==> config.mk <==
export PLATFORM = sky130hd
export DESIGN_NAME = nr_multicycle_control
export DESIGN_NICKNAME = d
export VERILOG_FILES = /design/src/rtl/nr_multicycle_control.sv
export SDC_FILE = /design/constraint.sdc
export NUM_CORES = 1
export LEC_CHECK = 0
export CAP_MARGIN = 30
export CORE_ASPECT_RATIO = 1.2
export CORE_UTILIZATION = 50
export DETAILED_ROUTE_END_ITERATION = 7
export PLACE_DENSITY_LB_ADDON = 0.25
export SLEW_MARGIN = 20
export SYNTH_ARGS = -nofsm -noshare
export SYNTH_HDL_FRONTEND = slang
export SYNTH_SLANG_ARGS = --single-unit
export TNS_END_PERCENT = 50
==> constraint.sdc <==
create_clock -name clk_i -period 2.4 [get_ports clk_i]
set_input_delay 0.72 -clock clk_i [delete_from_list [all_inputs] [get_ports clk_i]]
set_output_delay 0.72 -clock clk_i [all_outputs]
set_load 0.01 [all_outputs]
==> src/rtl/nr_multicycle_control.sv <==
// Multi-cycle control unit for the nanoRisk core.
// Sequences FETCH/DECODE/EXEC/MEM/WB with a memory wait timeout, sleep/wake and a sticky fault.
module nr_multicycle_control #(
    parameter int OPW         = 4,
    parameter int ALU_OPW     = 4,
    parameter int MEM_TIMEOUT = 15
) (
    input  logic               clk_i,
    input  logic               rst_i,
    input  logic [OPW-1:0]     inst_i,
    input  logic               inst_valid_i,
    input  logic               mem_ready_i,
    input  logic               irq_i,
    output logic               ir_ld_o,
    output logic               pc_en_o,
    output logic               tmpwr_o,
    output logic               hlt_o,
    output logic               jmp_o,
    output logic               brc_o,
    output logic [1:0]         rgw_o,
    output logic [3:0]         ioc_o,
    output logic               rgr_o,
    output logic [ALU_OPW-1:0] alo_o,
    output logic               ala_o,
    output logic               busy_o,
    output logic               fault_o,
    output logic [2:0]         state_o
);

    localparam logic [2:0] S_FETCH  = 3'd0;
    localparam logic [2:0] S_DECODE = 3'd1;
    localparam logic [2:0] S_EXEC   = 3'd2;
    localparam logic [2:0] S_MEM    = 3'd3;
    localparam logic [2:0] S_WB     = 3'd4;
    localparam logic [2:0] S_SLEEP  = 3'd5;
    localparam logic [2:0] S_FAULT  = 3'd6;

    localparam int CW = $clog2(MEM_TIMEOUT + 1);

    logic [2:0]    state_q, state_d;
    logic [CW-1:0] cnt_q, cnt_d;
    logic          to_fetch_q, to_fetch_d;
    logic          ir_ld_q, ir_ld_d, pc_en_q, pc_en_d, tmpwr_q, tmpwr_d;
    logic          hlt_q, hlt_d, busy_q, busy_d, fault_q, fault_d;
    logic          jmp_q, jmp_d, brc_q, brc_d, rgr_q, rgr_d, ala_q, ala_d;
    logic [1:0]    rgw_q, rgw_d;
    logic [3:0]    ioc_q, ioc_d, alo_q, alo_d;

    logic [OPW+3:0] inst_ext;
    logic           illegal;
    logic [3:0]     op4;

    assign inst_ext = {4'b0000, inst_i};
    assign illegal  = |inst_ext[OPW+3:4];
    assign op4      = inst_i[3:0];

    always_comb begin
        state_d    = state_q;
        cnt_d      = cnt_q;
        to_fetch_d = to_fetch_q;
        ir_ld_d    = 1'b0;
        pc_en_d    = 1'b0;
        tmpwr_d    = 1'b0;
        jmp_d      = jmp_q;
        brc_d      = brc_q;
        rgw_d      = rgw_q;
        ioc_d      = ioc_q;
        rgr_d      = rgr_q;
        alo_d      = alo_q;
        ala_d      = ala_q;
        unique case (state_q)
            S_FETCH: if (inst_valid_i) begin
                ir_ld_d = 1'b1;
                state_d = S_DECODE;
            end
            S_DECODE: begin
                {jmp_d, brc_d, rgw_d, ioc_d, rgr_d, alo_d, ala_d} = '0;
                to_fetch_d = 1'b0;
                state_d    = S_EXEC;
                if (illegal) begin
                    state_d = S_FAULT;
                end else begin
                    unique case (op4)
                        4'h0: begin ioc_d = 4'b0100; state_d = S_SLEEP; end
                        4'h1: begin brc_d = 1'b1; alo_d = 4'b0001; ioc_d = 4'b0100; to_fetch_d = 1'b1; end
                        4'h2: begin brc_d = 1'b1; alo_d = 4'b0010; ioc_d = 4'b1100; end
                        4'h3, 4'h4, 4'h5, 4'h6, 4'h7, 4'h8, 4'h9, 4'hA: begin
                            rgr_d = 1'b1;
                            ioc_d = 4'b1100;
                            unique case (op4)
                                4'h3:    alo_d = 4'b0000;
                                4'h4:    alo_d = 4'b0001;
                                4'h5:    alo_d = 4'b0011;
                                4'h6:    alo_d = 4'b0100;
                                4'h7:    alo_d = 4'b0101;
                                4'h8:    alo_d = 4'b0110;
                                4'h9:    alo_d = 4'b1000;
                                default: alo_d = 4'b0111;
                            endcase
                        end
                        4'hB: begin jmp_d = 1'b1; rgw_d = 2'b01; ioc_d = 4'b1100; to_fetch_d = 1'b1; end
                        4'hC, 4'hD: begin rgw_d = 2'b11; ioc_d = 4'b1000; end
                        4'hE: begin rgw_d = 2'b10; ioc_d = 4'b1101; ala_d = 1'b1; state_d = S_MEM; end
                        default: begin ioc_d = 4'b0110; ala_d = 1'b1; to_fetch_d = 1'b1; state_d = S_MEM; end
                    endcase
                end
                // Short paths finish in EXEC, so their PC pulse is armed here.
                if (state_d == S_EXEC && to_fetch_d) pc_en_d = 1'b1;
            end
            S_EXEC: begin
                if (to_fetch_q) begin
                    state_d = S_FETCH;
                end else begin
                    state_d = S_WB;
                    tmpwr_d = 1'b1;
                    pc_en_d = 1'b1;
                end
            end
            S_MEM: begin
                if (mem_ready_i) begin
                    cnt_d   = '0;
                    pc_en_d = 1'b1;
                    if (to_fetch_q) begin
                        state_d = S_FETCH;
                    end else begin
                        state_d = S_WB;
                        tmpwr_d = 1'b1;
                    end
                end else if (cnt_q == CW'(MEM_TIMEOUT - 1)) begin
                    cnt_d   = '0;
                    state_d = S_FAULT;
                end else begin
                    cnt_d = cnt_q + 1'b1;
                end
            end
            S_WB:    state_d = S_FETCH;
            S_SLEEP: if (irq_i) begin
                state_d = S_FETCH;
                pc_en_d = 1'b1;
            end
            S_FAULT: state_d = S_FAULT;
            default: state_d = S_FAULT;
        endcase
        if (state_d == S_FETCH || state_d == S_FAULT) begin
            {jmp_d, brc_d, rgw_d, ioc_d, rgr_d, alo_d, ala_d} = '0;
            to_fetch_d = 1'b0;
        end
        fault_d = fault_q | (state_d == S_FAULT);
        hlt_d   = !(state_d == S_SLEEP || state_d == S_FAULT);
        busy_d  = !(state_d == S_FETCH || state_d == S_SLEEP || state_d == S_FAULT);
    end

    always_ff @(posedge clk_i or posedge rst_i) begin
        if (rst_i) begin
            state_q    <= S_FETCH;
            cnt_q      <= '0;
            to_fetch_q <= 1'b0;
            ir_ld_q    <= 1'b0;
            pc_en_q    <= 1'b0;
            tmpwr_q    <= 1'b0;
            hlt_q      <= 1'b1;
            busy_q     <= 1'b0;
            fault_q    <= 1'b0;
            jmp_q      <= 1'b0;
            brc_q      <= 1'b0;
            rgw_q      <= '0;
            ioc_q      <= '0;
            rgr_q      <= 1'b0;
            alo_q      <= '0;
            ala_q      <= 1'b0;
        end else begin
            state_q    <= state_d;
            cnt_q      <= cnt_d;
            to_fetch_q <= to_fetch_d;
            ir_ld_q    <= ir_ld_d;
            pc_en_q    <= pc_en_d;
            tmpwr_q    <= tmpwr_d;
            hlt_q      <= hlt_d;
            busy_q     <= busy_d;
            fault_q    <= fault_d;
            jmp_q      <= jmp_d;
            brc_q      <= brc_d;
            rgw_q      <= rgw_d;
            ioc_q      <= ioc_d;
            rgr_q      <= rgr_d;
            alo_q      <= alo_d;
            ala_q      <= ala_d;
        end
    end

    assign state_o = state_q;
    assign ir_ld_o = ir_ld_q;
    assign pc_en_o = pc_en_q;
    assign tmpwr_o = tmpwr_q;
    assign hlt_o   = hlt_q;
    assign busy_o  = busy_q;
    assign fault_o = fault_q;
    assign jmp_o   = jmp_q;
    assign brc_o   = brc_q;
    assign rgw_o   = rgw_q;
    assign ioc_o   = ioc_q;
    assign rgr_o   = rgr_q;
    assign alo_o   = ALU_OPW'(alo_q);
    assign ala_o   = ala_q;

endmodule
# [Yosys cells after proc, flatten, opt, wreduce, memory -nomap -nowiden]
# Cells that the tools add are included.
[totals] reg_bits=28 elab_cells=105 input_bits=9
[classes] bitwise=1 reduce_logical=19 muxes=45 eq_ne=23 addsub=1
[op_table] operator="4-bit == test (second input constant)" n=8
[op_table] operator="4-bit case mux with 7 select lines" n=1
[op_table] operator="13-bit OR reduction" n=2
[op_table] operator="4-bit 2-to-1 mux" n=6
[op_table] operator="1-bit 2-to-1 mux" n=23
[op_table] operator="3-bit 2-to-1 mux" n=6
[op_table] operator="3-bit case mux with 6 select lines" n=1
[op_table] operator="4-bit by 3-bit == test with 1-bit output (second input constant)" n=4
[op_table] operator="4-bit case mux with 4 select lines" n=1
[op_table] operator="14-bit OR reduction" n=1
[op_table] operator="3-bit == test (second input constant)" n=4
[op_table] operator="4-bit case mux with 3 select lines" n=1
[op_table] operator="10-bit OR reduction" n=1
[op_table] operator="3-bit by 2-bit == test with 1-bit output (second input constant)" n=3
[op_table] operator="4-bit by 2-bit == test with 1-bit output (second input constant)" n=2
[op_table] operator="8-bit OR reduction" n=1
[op_table] operator="3-bit zero test" n=2
[op_table] operator="2-bit case mux with 3 select lines" n=1
[op_table] operator="3-bit case mux with 2 select lines" n=1
[op_table] operator="2-bit OR reduction" n=3
[op_table] operator="4-bit by 1-bit adder with 4-bit output (second input constant)" n=1
[op_table] operator="4-bit by 1-bit == test with 1-bit output (second input constant)" n=1
[op_table] operator="4-bit zero test" n=1
[op_table] operator="1-bit logical OR" n=4
[op_table] operator="other kinds (8)" n=10

# [Logic depth before layout (Yosys ltp)]
# Gate-level depths: netlist (run 1).
[depth] word_depth=9 mapped_depth=7 depth_no_buf=7

# [Worst setup path before layout (run 1)]
# OpenSTA, ideal clock, no wires.
[synth_path] path_type="input -> register" startpoint="input port mem_ready_i" endpoint="register ioc_q[1], in the netlist ioc_o[1]" required_time_ns=2.334 cell_stages=5 arrival_ns=1.721 path_slack_ns=0.613 path_cell_list="nor2b_4 mux2_4 o311a_4 nor2_4 a22o_1"
[synth_via] elab_chain_len=5
[synth_rtl] item="from (decl)" line_no="12" rtl="input logic mem_ready_i,"
[synth_rtl] item="3-bit 2-to-1 mux *" line_no="120" rtl="if (mem_ready_i) begin"
[synth_rtl] item="3-bit case mux with 6 select lines *" line_no="71" rtl="unique case (state_q)"
[synth_rtl] item="3-bit == test / 3-bit zero test (equally long branches)" line_no="144" rtl="if (state_d == S_FETCH || state_d == S_FAULT) begin"
[synth_rtl] item="1-bit logical OR *" line_no="144"
[synth_rtl] item="4-bit 2-to-1 mux / 2-bit nonzero test (equally long branches)"
[synth_rtl] item="to (signal assigned)" line_no="184" rtl="ioc_q <= ioc_d;"
[synth_rtl] item="to (decl)" line_no="47" rtl="logic [3:0] ioc_q, ioc_d, alo_q, alo_d;"
# Every way passes the cells marked *; elsewhere a longest branch is shown, timed or not.
# A chain may end at the register's enable or synchronous reset.

# [Final worst setup path (run 1)]
[layout_path] startpoint="register state_q[2], in the netlist state_o[2]" endpoint="output port state_o[2]"
[layout_rtl] item="from (decl)" line_no="40" rtl="logic [2:0] state_q, state_d;"
[layout_rtl] item="from (signal assigned)" line_no="172" rtl="state_q <= state_d;"
[layout_rtl] item="to (decl)" line_no="27" rtl="output logic [2:0] state_o"
# No word-level cell between the ends.

==> results of run 1 <==
## synth_stat cells (2+ instances only)
master,n,share of area
a21o_1,2,0.0099
a21oi_1,10,0.033
a31oi_1,2,0.0082
and3_1,3,0.012
buf_2,2,0.0066
clkbuf_1,5,0.012
dfrtp_1,27,0.44
ha_1,2,0.016
inv_1,6,0.015
nand2_1,22,0.054
nand2b_1,4,0.016
nand3_1,5,0.016
nand4_1,2,0.0082
nor2_1,12,0.030
nor2b_1,2,0.0082
nor3_1,3,0.0099
nor4_1,3,0.012
o21ai_0,13,0.043
o21ai_1,2,0.0066
o22ai_1,2,0.0082
o32ai_1,3,0.017
## logic make-up after synthesis
| logic type | after synthesis |
|---|---|
| AOI/OAI and AO/OA | 46 |
| adders and majority gates | 2 |
| buffers and inverters | 15 |
| and+or+nand+nor | 64 |
| xor gates and xnor gates | 2 |
| muxes | 2 |
| DFF | 28 |
## sequential cells by signal, indices dropped and copies added (netlist names), 2 cells and up
signal   count
cnt_q        4
state_o      3
ioc_o        4
alo_o        4
rgw_o        2
## power by group through the flow
stage / clock network, mW / logic (mW) / registers, mW
5_1_grt: 0.248 / 1.02 / 0.770
6_report: 0.222 / 0.930 / 0.752
4_1_cts: 0.235 / 0.934 / 0.752
2_1_floorplan: 0 / 0.583 / 0.742
3_5_place_dp: 0 / 0.929 / 0.762
3_3_place_gp: 0 / 0.908 / 0.746
## layer usage
layer | up-vias | routed length [um]
li1 | 654 | -
met1 | 653 | 1400
met2 | 49 | 1840
met3 | 4 | 154
met4 | 0 | 39
met5 | - | 0
## cell type report
class / count / area (um^2) / area share
sequential: 28 / 702 / 0.354
clock buffer: 4 / 36.3 / 0.0183
timing repair buffer: 47 / 430 / 0.217
inverter: 6 / 22.5 / 0.0113
tap: 34 / 42.5 / 0.0214
multi-input combinational: 116 / 751 / 0.378
## worst paths after layout
| path | from | to | slack, ns |
|---|---|---|---|
| setup reg to reg | cnt_q[0]$_DFFE_PP0P_ | ioc_o[1]$_DFFE_PP0P_ | 0.52 |
| min in group asynchronous | rst_i | fault_o$_DFF_PP0_ | 0.74 |
| hold / removal | ala_o$_DFFE_PP0P_ | ala_o$_DFFE_PP0P_ | 0.51 |
| max in group asynchronous | rst_i | hlt_o$_DFF_PP1_ | 1.36 |
| hold reg to reg | ala_o$_DFFE_PP0P_ | ala_o$_DFFE_PP0P_ | 0.51 |
| setup / recovery | state_o[2]$_DFF_PP0_ | state_o[2] | 0.13 |
## stage by stage
step                      setup WS, ns  std cells  power, mW  hold WS [ns]  setup TNS [ns]
after CTS                        0.116        235       1.92         0.516               0
after global routing            0.0431        235       2.04         0.554               0
after global placement         -0.0546        231       1.65         0.455          -0.357
final                            0.130        235       1.90         0.512               0
after floorplan                  0.613        159       1.32         0.464               0
after detailed placement       -0.0851        231       1.69         0.482          -0.585
==> results.sh, run 1 <==
export IMPL_core_area_um2=2840
export IMPL_crit_cells=1
export IMPL_maxCapViolCount=0
export IMPL_gr_usage_all_layers=0.231
export IMPL_synth_cells=159
export IMPL_io_pin_count=32
export IMPL_hold_buffers=0
export IMPL_ys_flop_type="dfrtp_1"
export IMPL_crit_buf_inv=1
export IMPL_fillers=244
export IMPL_ys_types=48
export IMPL_die_h_um=62.5
export IMPL_worst_slew_pin_slew_ns=0.434
export IMPL_grt_util_met2=0.377
export IMPL_arrival_ns=1.55
export IMPL_clkPwrFrac=0.117
export IMPL_syn_to_final_growth_pct=30.3
export IMPL_status="finished clean"
export IMPL_rsz0062_at_grt="no"
export IMPL_power_frac_comb=0.489
export IMPL_cts_sinks=28
export IMPL_drcViolationCount=0
export IMPL_power_internal_mw=1.16
export IMPL_layout_commonest_cell="clkdlybuf4s50_1"
export IMPL_vias=1360
export IMPL_cts_setup_buffers=0
export IMPL_vdd_drop_max_mv=0.636
export IMPL_first_global_vias=1370
export IMPL_critical_path_endpoint_type="output port"
export IMPL_synth_top_family_by_area="simple AND/OR/NAND/NOR gates"
export IMPL_critPathRequiredTime_ns=1.68
export IMPL_fin_util=0.699
export IMPL_die_area_um2=3270
export IMPL_synth_compound_area_share=0.222
export IMPL_htree_levels=1
export IMPL_avgSynthCellArea_um2=9.58
export IMPL_synthAdderAreaFrac=0.0164
export IMPL_drt_first_pass_iters=4
export IMPL_nets=213
export IMPL_cts_tree="yes"
export IMPL_rr_worst_depth=7
export IMPL_fmax_mhz=441
export IMPL_grt_max_degree=29
export IMPL_postRouteAntennaNets=0
export IMPL_p_sw_frac=0.392
export IMPL_seqPwrFrac=0.395
export IMPL_min_period_ns=2.27
export IMPL_yosysWarnings=0
export IMPL_synth_area_um2=1520
export IMPL_slowest_delay_ns=0.62
export IMPL_holdPathStages=1
export IMPL_critPathSlowestCell="dfrtp_1"
export IMPL_antennaDiodeCount=0
export IMPL_crit_type="flop to output port"
export IMPL_leakage_nw=0.848
export IMPL_path_max_fanout=11
export IMPL_min_path_type="flop to flop"
export IMPL_initial_core_util=0.537
export IMPL_hold_viol=0
export IMPL_final_cell_mix="clkdlybuf4s50_1, dfrtp_1, nand2_1"
export IMPL_synth_simple_area_share=0.227
export IMPL_slew_viol_final=0
export IMPL_hpwl_um=2560
export IMPL_report_final_setup_viol=0
export IMPL_switchingPower_mw=0.747
export IMPL_ys_seq_elements=28
export IMPL_wl_per_cell_um=14.6
export IMPL_antenna_found_initial=0
export IMPL_grt_ovfl_total=0
export IMPL_ys_async_sr_fraction=1.00
export IMPL_clkLatencyLatePin_ns=0.32
export IMPL_placed_cell_area_um2=1950
export IMPL_cts_resized=0
export IMPL_synthXorXnorAreaFrac=0.0115
export IMPL_yosys_mux_area_fraction=0.0164
export IMPL_cts_buffers=3
export IMPL_gp_routability_congestion=0.878
export IMPL_viasPerCell=5.79
export IMPL_clock_root_buffer="clkbuf_4"
export IMPL_layout_drive_gt1_share=0.159
export IMPL_grt_pass1_wl_um=5890
export IMPL_drt_wl_total_um=3430
export IMPL_rows=21
export IMPL_cts_clk_slew_worst_paths_ns=0.14
export IMPL_worstPathCellList="clkdlybuf4s50_1"
export IMPL_cpLargestDelayFamily="flip-flops"
export IMPL_grt_busiest_layer="met2"
export IMPL_slew_headroom=0.710
export IMPL_yosysSeqAreaShare=0.461
export IMPL_finClkSkew_ns=0.00746
export IMPL_drt_iter0_drc=46
export IMPL_port_buffers=31
export IMPL_timing_final_crit_share=0.946
export IMPL_clockBufferDepth=2
export IMPL_stdcell_area_um2=1980
export IMPL_synth_edf_count=0
export IMPL_syn_num_nets=170
export IMPL_start_kind="flop"
export IMPL_die_w_um=52.4
export IMPL_grt_use_met1=0.305
export IMPL_power_density_nw_per_um2=959
export IMPL_grtUsageMet3=0.0292
No activity file was read; power rests on OpenSTA's default activity.
==> run 2, diff against run 1 <==
Settings changed: CTS_CLUSTER_SIZE set to 8.
==> results of run 2 <==
No change in the layout: final DEF, timing and power equal those of run 1.
